**config.mk**
```make
export PLATFORM = sky130hd
export DESIGN_NAME = uart_rx_flat
export DESIGN_NICKNAME = d
export VERILOG_FILES = /design/src/rtl/uart_rx_if.sv /design/src/rtl/uart_rx.sv /design/src/flat_wrapper.sv
export SDC_FILE = /design/constraint.sdc
export NUM_CORES = 1
export LEC_CHECK = 0
export CORE_ASPECT_RATIO = 1.4
export CORE_UTILIZATION = 58
export CTS_BUF_LIST = sky130_fd_sc_hd__clkbuf_8
export CTS_CLUSTER_SIZE = 30
export DETAILED_ROUTE_END_ITERATION = 6
export PLACE_DENSITY = 0.82
export SYNTH_ARGS = -nofsm -noshare
export SYNTH_HDL_FRONTEND = slang
export SYNTH_SLANG_ARGS = --single-unit
```
**constraint.sdc**
```tcl
create_clock -name clk -period 2.35 [get_ports clk]
set_clock_uncertainty 0.1 [all_clocks]
set_input_delay 0.235 -clock clk [delete_from_list [all_inputs] [get_ports clk]]
set_output_delay 0.235 -clock clk [all_outputs]
set_load 0.03 [all_outputs]
```
**src/rtl/uart_rx_if.sv**
```systemverilog
// Byte-out side of uart_rx: valid/ready byte handshake plus one-cycle error pulses.
interface uart_rx_if;
    logic [7:0] rx_data;
    logic       rx_valid;
    logic       rx_ready;
    logic       frame_err;
    logic       parity_err;
    logic       overrun_err;

    modport master (
        output rx_data,
        output rx_valid,
        output frame_err,
        output parity_err,
        output overrun_err,
        input  rx_ready
    );

    modport slave (
        input  rx_data,
        input  rx_valid,
        input  frame_err,
        input  parity_err,
        input  overrun_err,
        output rx_ready
    );
endinterface

```
**src/rtl/uart_rx.sv**
```systemverilog
// UART receiver, 8N1 by default; define UART_RX_PARITY_EN for 8E1.
// 2-of-3 mid-bit majority voting, held-byte handshake with overrun detection.
module uart_rx #(
    parameter int CLKS_PER_BIT = 16
) (
    input  logic      clk,
    input  logic      n_reset,
    input  logic      uart_rx_pin,
    uart_rx_if.master rx
);

    localparam int CW = $clog2(CLKS_PER_BIT);
    localparam logic [CW-1:0] LAST = CW'(CLKS_PER_BIT - 1);
    localparam logic [CW-1:0] SMP0 = CW'(CLKS_PER_BIT / 2 - 1);
    localparam logic [CW-1:0] SMP1 = CW'(CLKS_PER_BIT / 2);
    localparam logic [CW-1:0] DEC  = CW'(CLKS_PER_BIT / 2 + 1);

`ifdef UART_RX_PARITY_EN
    typedef enum logic [2:0] {
        WAIT_IDLE, IDLE, START, DATA, PARITY, STOP
    } state_t;
`else
    typedef enum logic [2:0] {
        WAIT_IDLE, IDLE, START, DATA, STOP
    } state_t;
`endif

    state_t        state_q, state_d;
    logic [1:0]    sync_q;
    logic [1:0]    warm_q;
    logic [CW-1:0] cnt_q, cnt_d;
    logic [2:0]    bit_q, bit_d;
    logic [1:0]    smp_q, smp_d;
    logic [7:0]    shreg_q, shreg_d;
    logic [7:0]    data_q, data_d;
    logic          valid_q, valid_d;
    logic          ferr_q, ferr_d;
    logic          ovr_q, ovr_d;
`ifdef UART_RX_PARITY_EN
    logic          perr_q, perr_d;
    logic          pbad_q, pbad_d;
`endif

    logic          rx_s;
    logic          maj;
    logic          dec;
    logic          done;
    logic          hs;
    logic [CW-1:0] cnt_inc;

    assign rx_s    = sync_q[1];
    assign dec     = (cnt_q == DEC);
    assign cnt_inc = (cnt_q == LAST) ? '0 : cnt_q + CW'(1);
    assign maj     = (smp_q[0] & smp_q[1]) |
                     (smp_q[0] & rx_s) |
                     (smp_q[1] & rx_s);
    assign hs      = valid_q & rx.rx_ready;

    always_comb begin
        state_d = state_q;
        cnt_d   = cnt_q;
        bit_d   = bit_q;
        smp_d   = smp_q;
        shreg_d = shreg_q;
        ferr_d  = 1'b0;
        done    = 1'b0;
`ifdef UART_RX_PARITY_EN
        perr_d  = 1'b0;
        pbad_d  = pbad_q;
`endif

        if (state_q != WAIT_IDLE && state_q != IDLE) begin
            cnt_d = cnt_inc;
            if (cnt_q == SMP0) smp_d[0] = rx_s;
            if (cnt_q == SMP1) smp_d[1] = rx_s;
        end

        unique case (state_q)
            WAIT_IDLE: begin
                cnt_d = '0;
                // synchroniser holds reset value until refilled from the pin
                if (warm_q[1] && rx_s) state_d = IDLE;
            end
            IDLE: begin
                cnt_d = '0;
                if (!rx_s) begin
                    state_d = START;
                    bit_d   = '0;
`ifdef UART_RX_PARITY_EN
                    pbad_d  = 1'b0;
`endif
                end
            end
            START: begin
                if (dec) state_d = maj ? IDLE : DATA;
            end
            DATA: begin
                if (dec) begin
                    shreg_d = {maj, shreg_q[7:1]};
                    bit_d   = bit_q + 3'd1;
                    if (bit_q == 3'd7) begin
`ifdef UART_RX_PARITY_EN
                        state_d = PARITY;
`else
                        state_d = STOP;
`endif
                    end
                end
            end
`ifdef UART_RX_PARITY_EN
            PARITY: begin
                if (dec) begin
                    if (maj != ^shreg_q) begin
                        perr_d = 1'b1;
                        pbad_d = 1'b1;
                    end
                    state_d = STOP;
                end
            end
`endif
            STOP: begin
                if (dec) begin
                    if (maj) begin
                        state_d = IDLE;
`ifdef UART_RX_PARITY_EN
                        done    = ~pbad_q;
`else
                        done    = 1'b1;
`endif
                    end else begin
                        ferr_d  = 1'b1;
                        state_d = WAIT_IDLE;
                    end
                end
            end
            default: state_d = WAIT_IDLE;
        endcase
    end

    always_comb begin
        data_d  = data_q;
        valid_d = valid_q;
        ovr_d   = 1'b0;
        if (done) begin
            // a byte taken this cycle frees the slot for the new one
            if (!valid_q || hs) begin
                data_d  = shreg_q;
                valid_d = 1'b1;
            end else begin
                ovr_d = 1'b1;
            end
        end else if (hs) begin
            valid_d = 1'b0;
        end
    end

    always_ff @(posedge clk or negedge n_reset) begin
        if (!n_reset) begin
            state_q <= WAIT_IDLE;
            sync_q  <= 2'b11;
            warm_q  <= 2'b00;
            cnt_q   <= '0;
            bit_q   <= '0;
            smp_q   <= '0;
            shreg_q <= '0;
            data_q  <= 8'h00;
            valid_q <= 1'b0;
            ferr_q  <= 1'b0;
            ovr_q   <= 1'b0;
        end else begin
            state_q <= state_d;
            sync_q  <= {sync_q[0], uart_rx_pin};
            warm_q  <= {warm_q[0], 1'b1};
            cnt_q   <= cnt_d;
            bit_q   <= bit_d;
            smp_q   <= smp_d;
            shreg_q <= shreg_d;
            data_q  <= data_d;
            valid_q <= valid_d;
            ferr_q  <= ferr_d;
            ovr_q   <= ovr_d;
        end
    end

`ifdef UART_RX_PARITY_EN
    always_ff @(posedge clk or negedge n_reset) begin
        if (!n_reset) begin
            perr_q <= 1'b0;
            pbad_q <= 1'b0;
        end else begin
            perr_q <= perr_d;
            pbad_q <= pbad_d;
        end
    end

    assign rx.parity_err = perr_q;
`else
    assign rx.parity_err = 1'b0;
`endif

    assign rx.rx_data     = data_q;
    assign rx.rx_valid    = valid_q;
    assign rx.frame_err   = ferr_q;
    assign rx.overrun_err = ovr_q;

endmodule

```
**src/flat_wrapper.sv**
```systemverilog
// flat-port wrapper written by rule: the top's interface ports become plain ports
module uart_rx_flat 
#(
    parameter int CLKS_PER_BIT = 16
)
  (clk, n_reset, uart_rx_pin, rx_rx_data, rx_rx_valid, rx_frame_err, rx_parity_err, rx_overrun_err, rx_rx_ready);
  uart_rx_if rx_i ();
  input  logic clk;
  input  logic n_reset;
  input  logic uart_rx_pin;
  output wire logic [$bits(rx_i.rx_data)-1:0] rx_rx_data;
  output wire logic [$bits(rx_i.rx_valid)-1:0] rx_rx_valid;
  output wire logic [$bits(rx_i.frame_err)-1:0] rx_frame_err;
  output wire logic [$bits(rx_i.parity_err)-1:0] rx_parity_err;
  output wire logic [$bits(rx_i.overrun_err)-1:0] rx_overrun_err;
  input wire logic [$bits(rx_i.rx_ready)-1:0] rx_rx_ready;
  assign rx_rx_data = rx_i.rx_data;
  assign rx_rx_valid = rx_i.rx_valid;
  assign rx_frame_err = rx_i.frame_err;
  assign rx_parity_err = rx_i.parity_err;
  assign rx_overrun_err = rx_i.overrun_err;
  assign rx_i.rx_ready = rx_rx_ready;
  uart_rx #(.CLKS_PER_BIT(CLKS_PER_BIT)) u_core (.clk(clk), .n_reset(n_reset), .uart_rx_pin(uart_rx_pin), .rx(rx_i));
endmodule
```
==> reports/qor.yml <==
avgSynthCellArea_um2: 12.8
startpoint: "u_core.cnt_q[1]"
gp_congestion: 0.798
hpwl_um: 1800
ant_nets: 0
grt_setup_unrepaired: "false"
crit_type: "reg -> reg"
grt_overflow_total: 0
cp_cell_sequence: "inv_1 -> ha_1 -> and3b_1 -> and3_4 -> mux2_4"
clock_latency_ns: 0.29
drt_iter0_markers: 21
p_per_area_nw_per_um2: 855
antenna_cells: 0
die_h_um: 63.4
grt_pass1_vias: 988
vias: 970
synth-seq-cells: 35
wl_um: 2600
p_leak_nw: 0.863
synth_cell_types: 33
cp.arrival_ns: 2.00
synth_top_area_share_pct: 52.8
netlist_instances: 122
path_clk_slew_ns: 0.07
port_buffers: 14
post_cts_buffers: 0
finalPower_mw: 1.53
clockBufferDepth: 2
nNetsFinal: 149
grt.total_usage_pct: 21.9
grt_max_degree: 36
firstDrtPassIters: 4
drv_cap: 0
synth_ff_type: "dfrtp_1"
die_area_um2: 2910
cts_hold_buf: 0
postLayoutCoreUtil_pct: 72.6
cts_buffers: 5
cts_sinks: 35
reg2reg_from: "u_core.cnt_q[1]"
cpPeakStageDelay_ns: 0.41
cp_slowest_cell: "dfrtp_1"
period_minus_slack_ns: 1.92
cp-start-kind: "flip-flop"
async_reset_ff_share_pct: 100
max-vdd-ir-drop_v: 0.000528
cp-end-kind: "flip-flop"
cts_tree: "built"
coreArea_um2: 2470
layout-drive-gt1-share_pct: 20.1
syn-num-nets: 131
synth-edff-count: 0
hold_path_class: "in -> async"
synth_largest_area_cell: "dfrtp_1"
synthTopCellsByCount: "dfrtp_1 (33), mux2_2 (9), nand3_1 (9), mux2_4 (8)"
worstPathRequired_ns: 2.42
yosysSeqAreaShare_pct: 56.2
netlist_top_cells_area: "dfrtp_1 (53%), mux2_4 (7.7%), mux2_2 (6.5%)"
cts-root-buf: "clkbuf_8"
grt_antenna_before_repair: 0
cts_resized: 0
grt_pass1_wl_um: 4420
drc: 0
via_per_inst: 5.61
crit_path_max_fanout: 10
hold_viol: 0
floorplan.initialDensity_pct: 63.3
fin_tns_setup_ns: 0
fp.dieW_um: 45.9
fmaxAchievable_mhz: 520
num_rows: 21
ios: 16
run_status: "finished clean"
drv_slew: 0
syn_area_um2: 1560
drt-wirelength-per-cell_um: 15.0
yosys_warnings: 0
h-tree-depth: 2
setup_viol_count_final: 0
finalCritPeriodShare_pct: 81.9
fill_cells: 190
yosys.cell_count.top_type: "dfrtp_1"
area_growth_pct: 14.6
[stage by stage]
stage | worst slack, ns | hold slack [ns] | area, um2 | instances
2_1_floorplan | 0.622 | -0.161 | 1560 | 122
3_3_place_gp | 0.483 | 0.235 | 1720 | 167
3_5_place_dp | 0.427 | 0.245 | 1720 | 167
4_1_cts | 0.408 | 0.244 | 1790 | 173
5_1_grt | 0.307 | 0.259 | 1790 | 173
6_report | 0.425 | 0.252 | 1790 | 173
[worst max-delay path, delay by kind of cell, from the launching register on]
family / cells / cell delay [ns]
flops: 1 / 0.41
simple gates: 2 / 0.73
fa+ha+maj: 1 / 0.16
buf+inv: 1 / 0.09
mux: 1 / 0.32
[power breakdown]
part | internal (mW) | switching [mW] | total, mW | leakage (nW)
Clock | 0.193 | 0.191 | 0.384 | 0.0413
Sequential | 0.708 | 0.101 | 0.809 | 0.452
Combinational | 0.177 | 0.163 | 0.340 | 0.370
[logic make-up (layout without fill, tap and decap cells)]
logic type / Yosys count / after routing / share of synthesized area [%]
AND/OR/NAND/NOR: 39 / 39 / 15.6
flip-flops: 35 / 35 / 56.2
multiplexers: 17 / 17 / 14.2
AO/OA/AOI/OAI: 13 / 13 / 5.04
buffers and inverters: 9 / 26 / 3.36
adder cells (fa/ha/maj): 6 / 6 / 4.64
other: 2 / 2 / 0.480
XOR/XNOR: 1 / 1 / 0.560
[cells in the final DEF, fill, tap and decap left out]
master,count
nand4_1,3
nor2b_1,3
buf_4,1
dfstp_2,2
and3_1,1
nand2_1,4
and2b_1,1
o31ai_1,1
nor4_1,1
nand4_2,1
inv_1,6
a311oi_1,2
xnor2_1,1
nor2_1,5
a21oi_1,4
clkdlybuf4s50_1,14
ha_1,5
mux2_4,8
nand3b_1,3
o221ai_1,1
nand3_1,9
nand2b_1,2
nand4b_1,1
maj3_1,1
nor4bb_1,1
and3b_1,2
and3_4,1
o21ai_0,5
nor3b_2,1
clkbuf_8,5
dfrtp_1,33
mux2_2,9
conb_1,2
[flip-flops by register name (all words and copies together), names as in the netlist]
| register | cells |
|---|---|
| u_core.warm_q | 2 |
| u_core.cnt_q | 4 |
| u_core.rx.rx_valid | 1 |
| u_core.sync_q | 2 |
| u_core.bit_q | 3 |
| u_core.rx.rx_data | 8 |
| u_core.smp_q | 2 |
| u_core.shreg_q | 8 |
| u_core.rx.overrun_err | 1 |
| u_core.state_q | 3 |
| u_core.rx.frame_err | 1 |
[worst paths after layout]
| kind | end | slack [ns] | depth (start not counted) |
|---|---|---|---|
| min in group clk | u_core.sync_q[0] | 0.25 | 1 |
| max | u_core.shreg_q[6] | 0.43 | 5 |
| max in group asynchronous | u_core.sync_q[0] | 1.56 | 2 |
| min reg2reg | u_core.warm_q[1] | 0.26 | 0 |
| min | u_core.bit_q[0] | 0.25 | 2 |
| max reg2reg | u_core.shreg_q[6] | 0.43 | 5 |
[area by class of cell]
class	instances	area [um2]	share of cell area (%)
well taps	34	42.5	2.37
repair buffers	15	148	8.23
flip-flops and latches	35	878	49.0
clock inverters	1	3.75	0.209
multi-input cells	78	633	35.3
inverters	5	18.8	1.05
clock buffers	5	68.8	3.84
[routing by layer]
metal	vias to the layer above	track usage, %	part of all wire (%)
li1	466	-	-
met1	482	23.8	42
met4	0	11.0	2.3
met5	-	0	0
met3	7	7.74	4.0
met2	15	35.9	51
Power figures use the tool's default switching activity.
